==> src/rtl/mprj_logic_pkg.sv <==
// Shared types and elaboration-time helpers for the staged logic-high bank.
package mprj_logic_pkg;

    // Ramp controller state.
    typedef enum logic [1:0] {
        OFF  = 2'd0,
        UP   = 2'd1,
        ON   = 2'd2,
        DOWN = 2'd3
    } state_t;

    // Integer ceiling division; used for the group width.
    function automatic int unsigned ceil_div(input int unsigned a, input int unsigned b);
        return (a + b - 1) / b;
    endfunction

    // Ceiling log2 (clog2(1) == 0).
    function automatic int unsigned clog2(input int unsigned v);
        int unsigned r;
        r = 0;
        for (longint unsigned p = 1; p < longint'(v); p = p << 1) begin
            r = r + 1;
        end
        return r;
    endfunction

    // Ceiling log2 clamped to at least one bit, for counter widths.
    function automatic int unsigned clog2_min1(input int unsigned v);
        int unsigned c;
        c = clog2(v);
        return (c == 0) ? 1 : c;
    endfunction

endpackage

==> src/rtl/mprj_stage_timer.sv <==
// Stage interval down-counter.
//   clk, rst  : clock, synchronous active-high reset
//   clear     : force count to 0 (priority over load)
//   load      : load count with RELOAD
//   hold      : freeze count when not loading/clearing
//   expired_c : count == 0 (combinational view of the register)
module mprj_stage_timer #(
    parameter int unsigned TW     = 4,
    parameter int unsigned RELOAD = 15
) (
    input  logic clk,
    input  logic rst,
    input  logic clear,
    input  logic load,
    input  logic hold,
    output logic expired_c
);

    logic [TW-1:0] count_q;

    // Saturating down-count: never wraps below zero.
    always_ff @(posedge clk) begin
        if (rst || clear) begin
            count_q <= '0;
        end else if (load) begin
            count_q <= TW'(RELOAD);
        end else if (!hold && (count_q != '0)) begin
            count_q <= count_q - TW'(1);
        end
    end

    assign expired_c = (count_q == '0);

endmodule

==> src/rtl/mprj_logic_high_seq.sv <==
// Staged logic-high enable bank for the user-project boundary.
// Groups of GW bits are raised one per STAGE_CYCLES toward the level request
// and lowered in reverse order; force_off_i drops everything on the next edge.
//   wb_clk_i, wb_rst_i : clock, synchronous active-high reset
//   enable_i           : level request (1 = all groups high)
//   force_off_i        : synchronous kill
//   HI                 : registered staged bank
//   ready_o, busy_o    : all groups high / ramp in progress
//   level_o            : number of groups currently high
module mprj_logic_high_seq
    import mprj_logic_pkg::*;
#(
    parameter int unsigned WIDTH        = 463,
    parameter int unsigned GROUPS       = 4,
    parameter int unsigned STAGE_CYCLES = 16
) (
    input  logic                                 wb_clk_i,
    input  logic                                 wb_rst_i,
    input  logic                                 enable_i,
    input  logic                                 force_off_i,
    output logic [WIDTH-1:0]                     HI,
    output logic                                 ready_o,
    output logic                                 busy_o,
    output logic [mprj_logic_pkg::clog2(GROUPS+1)-1:0] level_o
);

    localparam int unsigned GW = ceil_div(WIDTH, GROUPS);
    localparam int unsigned LW = clog2(GROUPS + 1);
    localparam int unsigned TW = clog2_min1(STAGE_CYCLES);

    state_t          state_q, state_d;
    logic [LW-1:0]   level_q, level_d;
    logic [LW-1:0]   target;
    logic [WIDTH-1:0] hi_d;
    logic            ready_d, busy_d;
    logic            t_clear, t_load, t_hold, t_expired;

    mprj_stage_timer #(
        .TW     (TW),
        .RELOAD (STAGE_CYCLES - 1)
    ) u_timer (
        .clk       (wb_clk_i),
        .rst       (wb_rst_i),
        .clear     (t_clear),
        .load      (t_load),
        .hold      (t_hold),
        .expired_c (t_expired)
    );

    // Next level/state: a step happens on entry into a ramp direction
    // (from OFF/ON or a reversal) or when the stage timer has expired.
    always_comb begin
        level_d = level_q;
        state_d = state_q;
        t_clear = 1'b0;
        t_load  = 1'b0;
        t_hold  = !((state_q == UP) || (state_q == DOWN));
        target  = enable_i ? LW'(GROUPS) : '0;
        hi_d    = '0;

        if (force_off_i) begin
            level_d = '0;
        end else if (level_q < target) begin
            if ((state_q != UP) || t_expired) begin
                level_d = level_q + LW'(1);
                t_load  = 1'b1;
            end
        end else if (level_q > target) begin
            if ((state_q != DOWN) || t_expired) begin
                level_d = level_q - LW'(1);
                t_load  = 1'b1;
            end
        end

        // Classify against the new level so outputs agree with HI.
        if (force_off_i) begin
            state_d = OFF;
        end else if (level_d < target) begin
            state_d = UP;
        end else if (level_d > target) begin
            state_d = DOWN;
        end else if (target == '0) begin
            state_d = OFF;
        end else begin
            state_d = ON;
        end

        // Timer rests at zero whenever no ramp is pending.
        if ((state_d == OFF) || (state_d == ON)) begin
            t_clear = 1'b1;
        end

        // Bit i belongs to group i/GW and is high once that group is released.
        for (int i = 0; i < int'(WIDTH); i++) begin
            hi_d[i] = (level_d > LW'(i / int'(GW)));
        end

        ready_d = (state_d == ON);
        busy_d  = (state_d == UP) || (state_d == DOWN);
    end

    // State, level and all outputs are registered together.
    always_ff @(posedge wb_clk_i) begin
        if (wb_rst_i) begin
            state_q <= OFF;
            level_q <= '0;
            HI      <= '0;
            ready_o <= 1'b0;
            busy_o  <= 1'b0;
        end else begin
            state_q <= state_d;
            level_q <= level_d;
            HI      <= hi_d;
            ready_o <= ready_d;
            busy_o  <= busy_d;
        end
    end

    assign level_o = level_q;

endmodule

==> config.mk <==
export PLATFORM = sky130hd
export DESIGN_NAME = mprj_logic_high_seq
export DESIGN_NICKNAME = d
export VERILOG_FILES = /design/src/rtl/mprj_logic_pkg.sv /design/src/rtl/mprj_stage_timer.sv /design/src/rtl/mprj_logic_high_seq.sv
export SDC_FILE = /design/constraint.sdc
export NUM_CORES = 1
export LEC_CHECK = 0
export CAP_MARGIN = 5
export CORE_AREA = 3 3 184 186
export DETAILED_ROUTE_END_ITERATION = 10
export DIE_AREA = 0 0 187 189
export GPL_ROUTABILITY_DRIVEN = 0
export PLACE_DENSITY = 0.48
export RECOVER_POWER = 50
export SYNTH_ARGS = -nofsm -noshare
export SYNTH_HDL_FRONTEND = slang
export SYNTH_SLANG_ARGS = --single-unit
==> constraint.sdc <==
create_clock -name wb_clk_i -period 4.5 [get_ports wb_clk_i]
set_clock_uncertainty 0.15 [all_clocks]
set_input_delay 1.125 -clock wb_clk_i [delete_from_list [all_inputs] [get_ports wb_clk_i]]
set_output_delay 1.125 -clock wb_clk_i [all_outputs]
set_load 0.01 [all_outputs]
==> results of run 1 <==
==> routing by layer <==
layer / share of wire, % / wire length (microns) / up-vias
met4: 0 / 0 / 0
met3: 15 / 1419 / 0
li1: - / - / 1294
met5: 0 / 0 / -
met2: 49 / 4809 / 247
met1: 36 / 3509 / 1119
==> synthesized netlist by cell type (2+ instances only) <==
library cell	instances	share of area, %
sky130_fd_sc_hd__a211oi_1	3	0.52
sky130_fd_sc_hd__a211oi_2	4	1.2
sky130_fd_sc_hd__a21oi_1	2	0.23
sky130_fd_sc_hd__a31oi_1	2	0.29
sky130_fd_sc_hd__buf_4	459	79
sky130_fd_sc_hd__clkbuf_1	2	0.17
sky130_fd_sc_hd__dfxtp_1	14	6.5
sky130_fd_sc_hd__ha_1	7	2.0
sky130_fd_sc_hd__inv_1	10	0.87
sky130_fd_sc_hd__nand2_1	6	0.52
sky130_fd_sc_hd__nor2_1	11	0.95
sky130_fd_sc_hd__nor2b_1	4	0.58
sky130_fd_sc_hd__nor3_1	2	0.23
sky130_fd_sc_hd__or2_2	2	0.29
sky130_fd_sc_hd__xnor2_1	2	0.40
==> layout by cell type, fill, tap and decap left out, types with 2 or more instances in the layout <==
cell	n
sky130_fd_sc_hd__nor3_1	2
sky130_fd_sc_hd__dlygate4sd3_1	235
sky130_fd_sc_hd__xnor2_1	2
sky130_fd_sc_hd__inv_1	10
sky130_fd_sc_hd__dfxtp_2	3
sky130_fd_sc_hd__nor2_1	11
sky130_fd_sc_hd__a211oi_1	3
sky130_fd_sc_hd__clkbuf_16	3
sky130_fd_sc_hd__ha_1	7
sky130_fd_sc_hd__a31oi_1	2
sky130_fd_sc_hd__or2_2	2
sky130_fd_sc_hd__nor2b_1	4
sky130_fd_sc_hd__clkdlybuf4s50_1	236
sky130_fd_sc_hd__nand2_1	6
sky130_fd_sc_hd__a21oi_1	2
sky130_fd_sc_hd__dfxtp_1	10
sky130_fd_sc_hd__a211oi_2	4
==> stage by stage <==
step | std cells | total power, mW
2_1_floorplan | 553 | 0.5618
3_3_place_gp | 1006 | 0.6526
3_5_place_dp | 1006 | 0.6493
4_1_cts | 1010 | 0.8348
5_1_grt | 1010 | 0.8529
6_report | 1010 | 0.8062
==> worst paths after layout <==
path                                         start                 end  slack [ps]
worst min register to register  u_timer.count_q[1]  u_timer.count_q[1]         490
worst max-delay path                      enable_i  u_timer.count_q[3]         530
worst min-delay path            u_timer.count_q[1]  u_timer.count_q[1]         490
worst max register to register          level_o[2]  u_timer.count_q[3]        1680
==> flip-flops by register name, summed over array words and instances (netlist names) <==
name             count
ready_o              1
level_o              3
busy_o               1
u_timer.count_q      4
HI                   4
state_q              1
==> where the power goes <==
group	total (mW)	internal [mW]	switching [mW]
clock network	0.183	0.134	0.0484
logic	0.454	0.276	0.178
registers	0.169	0.129	0.0403
total	0.806	0.539	0.267
==> worst reg2reg max path, cell delays in order (launching register included) <==
cell and delay (ps):
sky130_fd_sc_hd__dfxtp_1 430, sky130_fd_sc_hd__inv_1 70, sky130_fd_sc_hd__ha_1 280, sky130_fd_sc_hd__xor2_1 300, sky130_fd_sc_hd__a32oi_2 150, sky130_fd_sc_hd__xnor2_1 190
sky130_fd_sc_hd__or2_2 150, sky130_fd_sc_hd__inv_1 40, sky130_fd_sc_hd__ha_1 360, sky130_fd_sc_hd__inv_1 70, sky130_fd_sc_hd__o31a_4 380, sky130_fd_sc_hd__a211oi_2 180
==> area by class of cell <==
type                            count  area [sq um]  area share [%]
Clock buffer                        4         88.84           1.423
Inverter                           10         37.54          0.6012
Multi-Input combinational cell     67         553.0           8.858
Sequential cell                    14         287.8           4.609
Tap cell                          442         553.0           8.858
Timing Repair Buffer              473          4723           75.65
==> logic make-up after synthesis <==
kind of cell,count (synthesis),synth area share [%]
buffers and inverters,472,80.59
and+or+nand+nor,33,4.471
AOI/OAI and AO/OA,24,5.855
DFF,14,6.461
adders and majority gates,7,2.019
xor gates and xnor gates,3,0.6058
==> metrics.txt, run 1 <==
critical path data arrival time=3980 ps; drt via density=2.634; GRT busiest layer=met2; post-synthesis register bit count=14; H-tree levels=1; placeable core region=32450 sq um; clock buffers created by TritonCTS=3; count of unresolved DRC violations after routing=0; Setup WS pre-CTS=349.1 ps; area growth from synthesis to layout=43.93%; worst slew slack as a fraction of its limit=-8.953%; violations in the final reports=max-capacitance violations, max-slew violations; row count=66; final core area utilization=19.24%; final routed wirelength across all metal layers=9738 microns; number of setup violations in the final report=0; Buf/Inv on CP=3; WHS Path Cells=2; post-route worst hold slack=494.6 ps; post-layout instance area=6243 sq um; Critical Path Sink Type=flop; post-synthesis cell area=4338 sq um; Crit path largest cell delay=670 ps; GR Layer Usage met2=8.048%; final worst-path setup slack=532.5 ps; Post-Place Cell Area=6187 sq um; Post-CTS Hold Buffers=0; count of unique library cells instantiated by Yosys=38; number of antenna violations at the first check in global routing=0; Hold Vio Cnt, Final=0; remaining global-route overflow=0; half-perimeter wire length after placement=7710 microns; total global routing track utilization=4.267%; vias in the first global route=2178; Critical Setup Path Class=input pin to flop; sequential-to-total area share from yosys stat=6.461%; transition time at the pin with the least slew margin=1634 ps; synthesized area per cell=7.844 sq um; number of synthesis warnings=0; achievable clock frequency=252.0 MHz; wire length of the first global-routing pass=12900 microns; leakage power summed over all cells=2.833 nW; final-stage net count=580; CP top delay family=buffers and inverters; number of cells on the critical path=11; x dimension of the die=187 microns; clock-pin slew reported for the worst setup and hold paths after clock tree synthesis=50 ps; initial DRC count=116; Filler Cells Inserted=3580; maximum number of pins on one net before global-route repair=117; Worst setup SP type=input pin; remaining antenna violation count=0; Required @ worst endpoint=4510 ps; clock tree from TritonCTS=done; first-pass iteration count of the detailed router=4; largest buffer count on any clock path=2; Buffers on Ports=471; run status=finished with violations; die footprint=35340 sq um; RSZ-0062 raised after global routing=no; detailed-route via count=2660; clock root buffer=sky130_fd_sc_hd__clkbuf_16; met3 layer usage reported by global route=2.166%; Resized Gates After CTS=0; worst-path cell with the longest stage delay=sky130_fd_sc_hd__dlygate4sd3_1; post-CTS setup-driven buffer insertion count=0; final total negative setup slack=0 ps; Antenna Diode Count=0; y dimension of the die=189 microns; kind of path behind the tightest hold check=flop to flop; Max-Cap Viols=1; met1 layer usage reported by global route=4.435%; Final min period=3968 ps; count of flip-flops with a built-in enable after synthesis=0; top-level I/O count=472; fraction of final layout cells with drive strength greater than 1=4.225%; clock latency on the worst-skew pair=240 ps; post-synthesis async set-or-reset flop share=0%; post-synth net total=564; top_reg_cell synth=sky130_fd_sc_hd__dfxtp_1; depth of the worst register-to-register path=11; routed length per placed instance=9.642 microns; Slew Viols, Final=117; TritonCTS sink count=14; cell chain of the critical path=dlygate4sd3_1 -> ha_1 -> xor2_1 -> a32oi_2 -> xnor2_1 -> or2_2 -> inv_1 -> ha_1 -> inv_1 -> o31a_4 -> a211oi_2; Worst IR Drop VDD=0.0001509 V; initial core utilization=13.37%; fraction of the cycle the final worst path needs=88.17%; Cells after Synth=553; P per Cell Area=129.1 nW/um^2; critical-path maximum fanout=9
Note: power is estimated with default switching activity, not from simulation.
==> run 2, diff against run 1 <==
Settings changed: RECOVER_POWER 50 to not set.
==> metrics.txt, run 2 (synthesized netlist as in run 1, its figures left out) <==
Antenna Diode Count=0 (unchanged); TritonCTS sink count=14 (unchanged); clock tree from TritonCTS=done; Final min period=3903 ps (-64.41 ps); Max-Cap Viols=0 (-1); final total negative setup slack=0 ps (unchanged); Slew Viols, Final=0 (-100%); initial DRC count=98 (-16%); die footprint=35340 sq um (unchanged); Required @ worst endpoint=4510 ps (about the same); Hold Vio Cnt, Final=0 (unchanged); Sw Ratio=32.74% (-0.40 points); WHS Path Cells=2 (unchanged); Post-CTS Hold Buffers=0 (unchanged); most common cell after layout, fill and taps aside=sky130_fd_sc_hd__clkdlybuf4s50_1; proportion of power drawn by the clock network=22.2% (-0.5 points); drt via density=2.595 (-1.5%); remaining antenna violation count=0 (unchanged); number of antenna violations at the first check in global routing=0 (unchanged); achievable clock frequency=256.2 MHz (+1.7%); clock-pin slew reported for the worst setup and hold paths after clock tree synthesis=50 ps (about the same); clock buffers created by TritonCTS=3 (unchanged); critical path data arrival time=3910 ps (-70 ps); Logic pwr share=57.1% (+0.8 points); final routed wirelength across all metal layers=9803 microns (+0.67%); Critical Path Sink Type=flop; critical-path maximum fanout=9 (unchanged); y dimension of the die=189 microns (unchanged); Filler Cells Inserted=3575 (-0.14%); Multi-input gate area=561.8 sq um (+1.6%); worst-path cell with the longest stage delay=sky130_fd_sc_hd__clkdlybuf4s50_1; first-pass iteration count of the detailed router=4 (unchanged); final-stage net count=580 (unchanged); P per Cell Area=131.2 nW/um^2 (+1.6%); clock latency on the worst-skew pair=240 ps (about the same); total global routing track utilization=4.267% (unchanged); Worst IR Drop VDD=0.0001512 V (+0.20%); post-CTS setup-driven buffer insertion count=0 (unchanged); Critical Setup Path Class=input pin to flop; number of cells on the critical path=11 (unchanged); cell chain of the critical path=clkdlybuf4s50_1 -> ha_1 -> xor2_1 -> a32oi_2 -> xnor2_1 -> or2_2 -> inv_1 -> ha_1 -> inv_1 -> o31a_4 -> a211oi_2; number of setup violations in the final report=0 (unchanged); Final Instance Count excl. Fillers=1010 (unchanged); sw power=0.2696 mW (+0.92%); row count=66 (unchanged); area growth from synthesis to layout=44.68%; H-tree levels=1 (unchanged); maximum number of pins on one net before global-route repair=117 (unchanged); CP top delay family=adder cells; leakage power summed over all cells=2.039 nW (-28%); run status=completed; worst slew slack as a fraction of its limit=34.33% (+43 points); RSZ-0062 raised after global routing=no; kind of path behind the tightest hold check=flop to flop; Power Total=0.8235 mW (+2.1%); clock root buffer=sky130_fd_sc_hd__clkbuf_16; Buffers on Ports=471 (unchanged); half-perimeter wire length after placement=7710 microns (unchanged); Resized Gates After CTS=0 (unchanged); post-route worst hold slack=491.0 ps (-3.619 ps); most used cells in the layout excluding fill and tap cells=sky130_fd_sc_hd__clkdlybuf4s50_1 (471), sky130_fd_sc_hd__nor2_1 (11), sky130_fd_sc_hd__inv_1 (10), sky130_fd_sc_hd__dfxtp_1 (10), sky130_fd_sc_hd__ha_1 (7); placeable core region=32450 sq um (unchanged); routed length per placed instance=9.706 microns (+0.67%); fraction of final layout cells with drive strength greater than 1=4.577% (+0.35 points); transition time at the pin with the least slew margin=985.1 ps (-649.2 ps); x dimension of the die=187 microns (unchanged); Internal Power=0.5538 mW (+2.8%); Worst setup SP type=input pin; Buf/Inv on CP=3 (unchanged); area of all sequential standard cells=292.8 sq um (+1.7%); vias in the first global route=2178 (unchanged); detailed-route via count=2621 (-1.5%); count of unresolved DRC violations after routing=0 (unchanged); fraction of the cycle the final worst path needs=86.74% (-1.4 points); wire length of the first global-routing pass=12900 microns (unchanged); remaining global-route overflow=0 (unchanged); largest buffer count on any clock path=2 (unchanged); share of power burned in registers=20.7% (-0.3 points); depth of the worst register-to-register path=11 (unchanged); final core area utilization=19.34% (+0.10 points); cell total after placement=1006 (unchanged); top-level I/O count=472 (unchanged); initial core utilization=13.37% (unchanged); Crit path largest cell delay=600 ps (-70 ps)
[run 2: worst paths after layout]
check                            end                from  slack, ps
setup / recovery  u_timer.count_q[3]            enable_i        600
hold / removal    u_timer.count_q[1]  u_timer.count_q[1]        490
setup reg to reg  u_timer.count_q[3]          level_o[2]       1670
hold reg to reg   u_timer.count_q[1]  u_timer.count_q[1]        490
[run 2: power by group through the flow]
stage          Sequential, mW  Combinational, mW  Clock, mW
3_3_place_gp            0.173              0.479          0
4_1_cts                 0.173              0.476      0.186
3_5_place_dp            0.175              0.474          0
5_1_grt                 0.178              0.493      0.198
2_1_floorplan           0.167              0.394          0
6_report                0.170              0.470      0.183
[run 2: final cells by class]
cell class,instances,share of cell area (%)
Inverter,10,0.5981
Tap cell,442,8.812
Sequential cell,14,4.665
Timing Repair Buffer,473,75.56
Multi-Input combinational cell,67,8.951
Clock buffer,4,1.415
[run 2: worst min-delay path, stage by stage (launching register included)]
cell,delay [ps]
sky130_fd_sc_hd__dfxtp_1,340
sky130_fd_sc_hd__a211oi_1,90
sky130_fd_sc_hd__a211oi_2,170
[run 2: per-stage QoR]
stage                     area (sq um)  worst slack (ps)
final                             6276             596.9
after floorplan                   4338             662.7
after global routing              6276             332.8
after detailed placement          6187             349.1
after CTS                         6276             592.2
after global placement            6187             379.9
[run 2: metal layers]
layer	part of all wire, %	global-route usage [%]	wire [microns]
met1	37	4.435	3592
met2	49	8.048	4791
met3	14	2.166	1419
met4	0	0.2617	0
met5	0	0	0
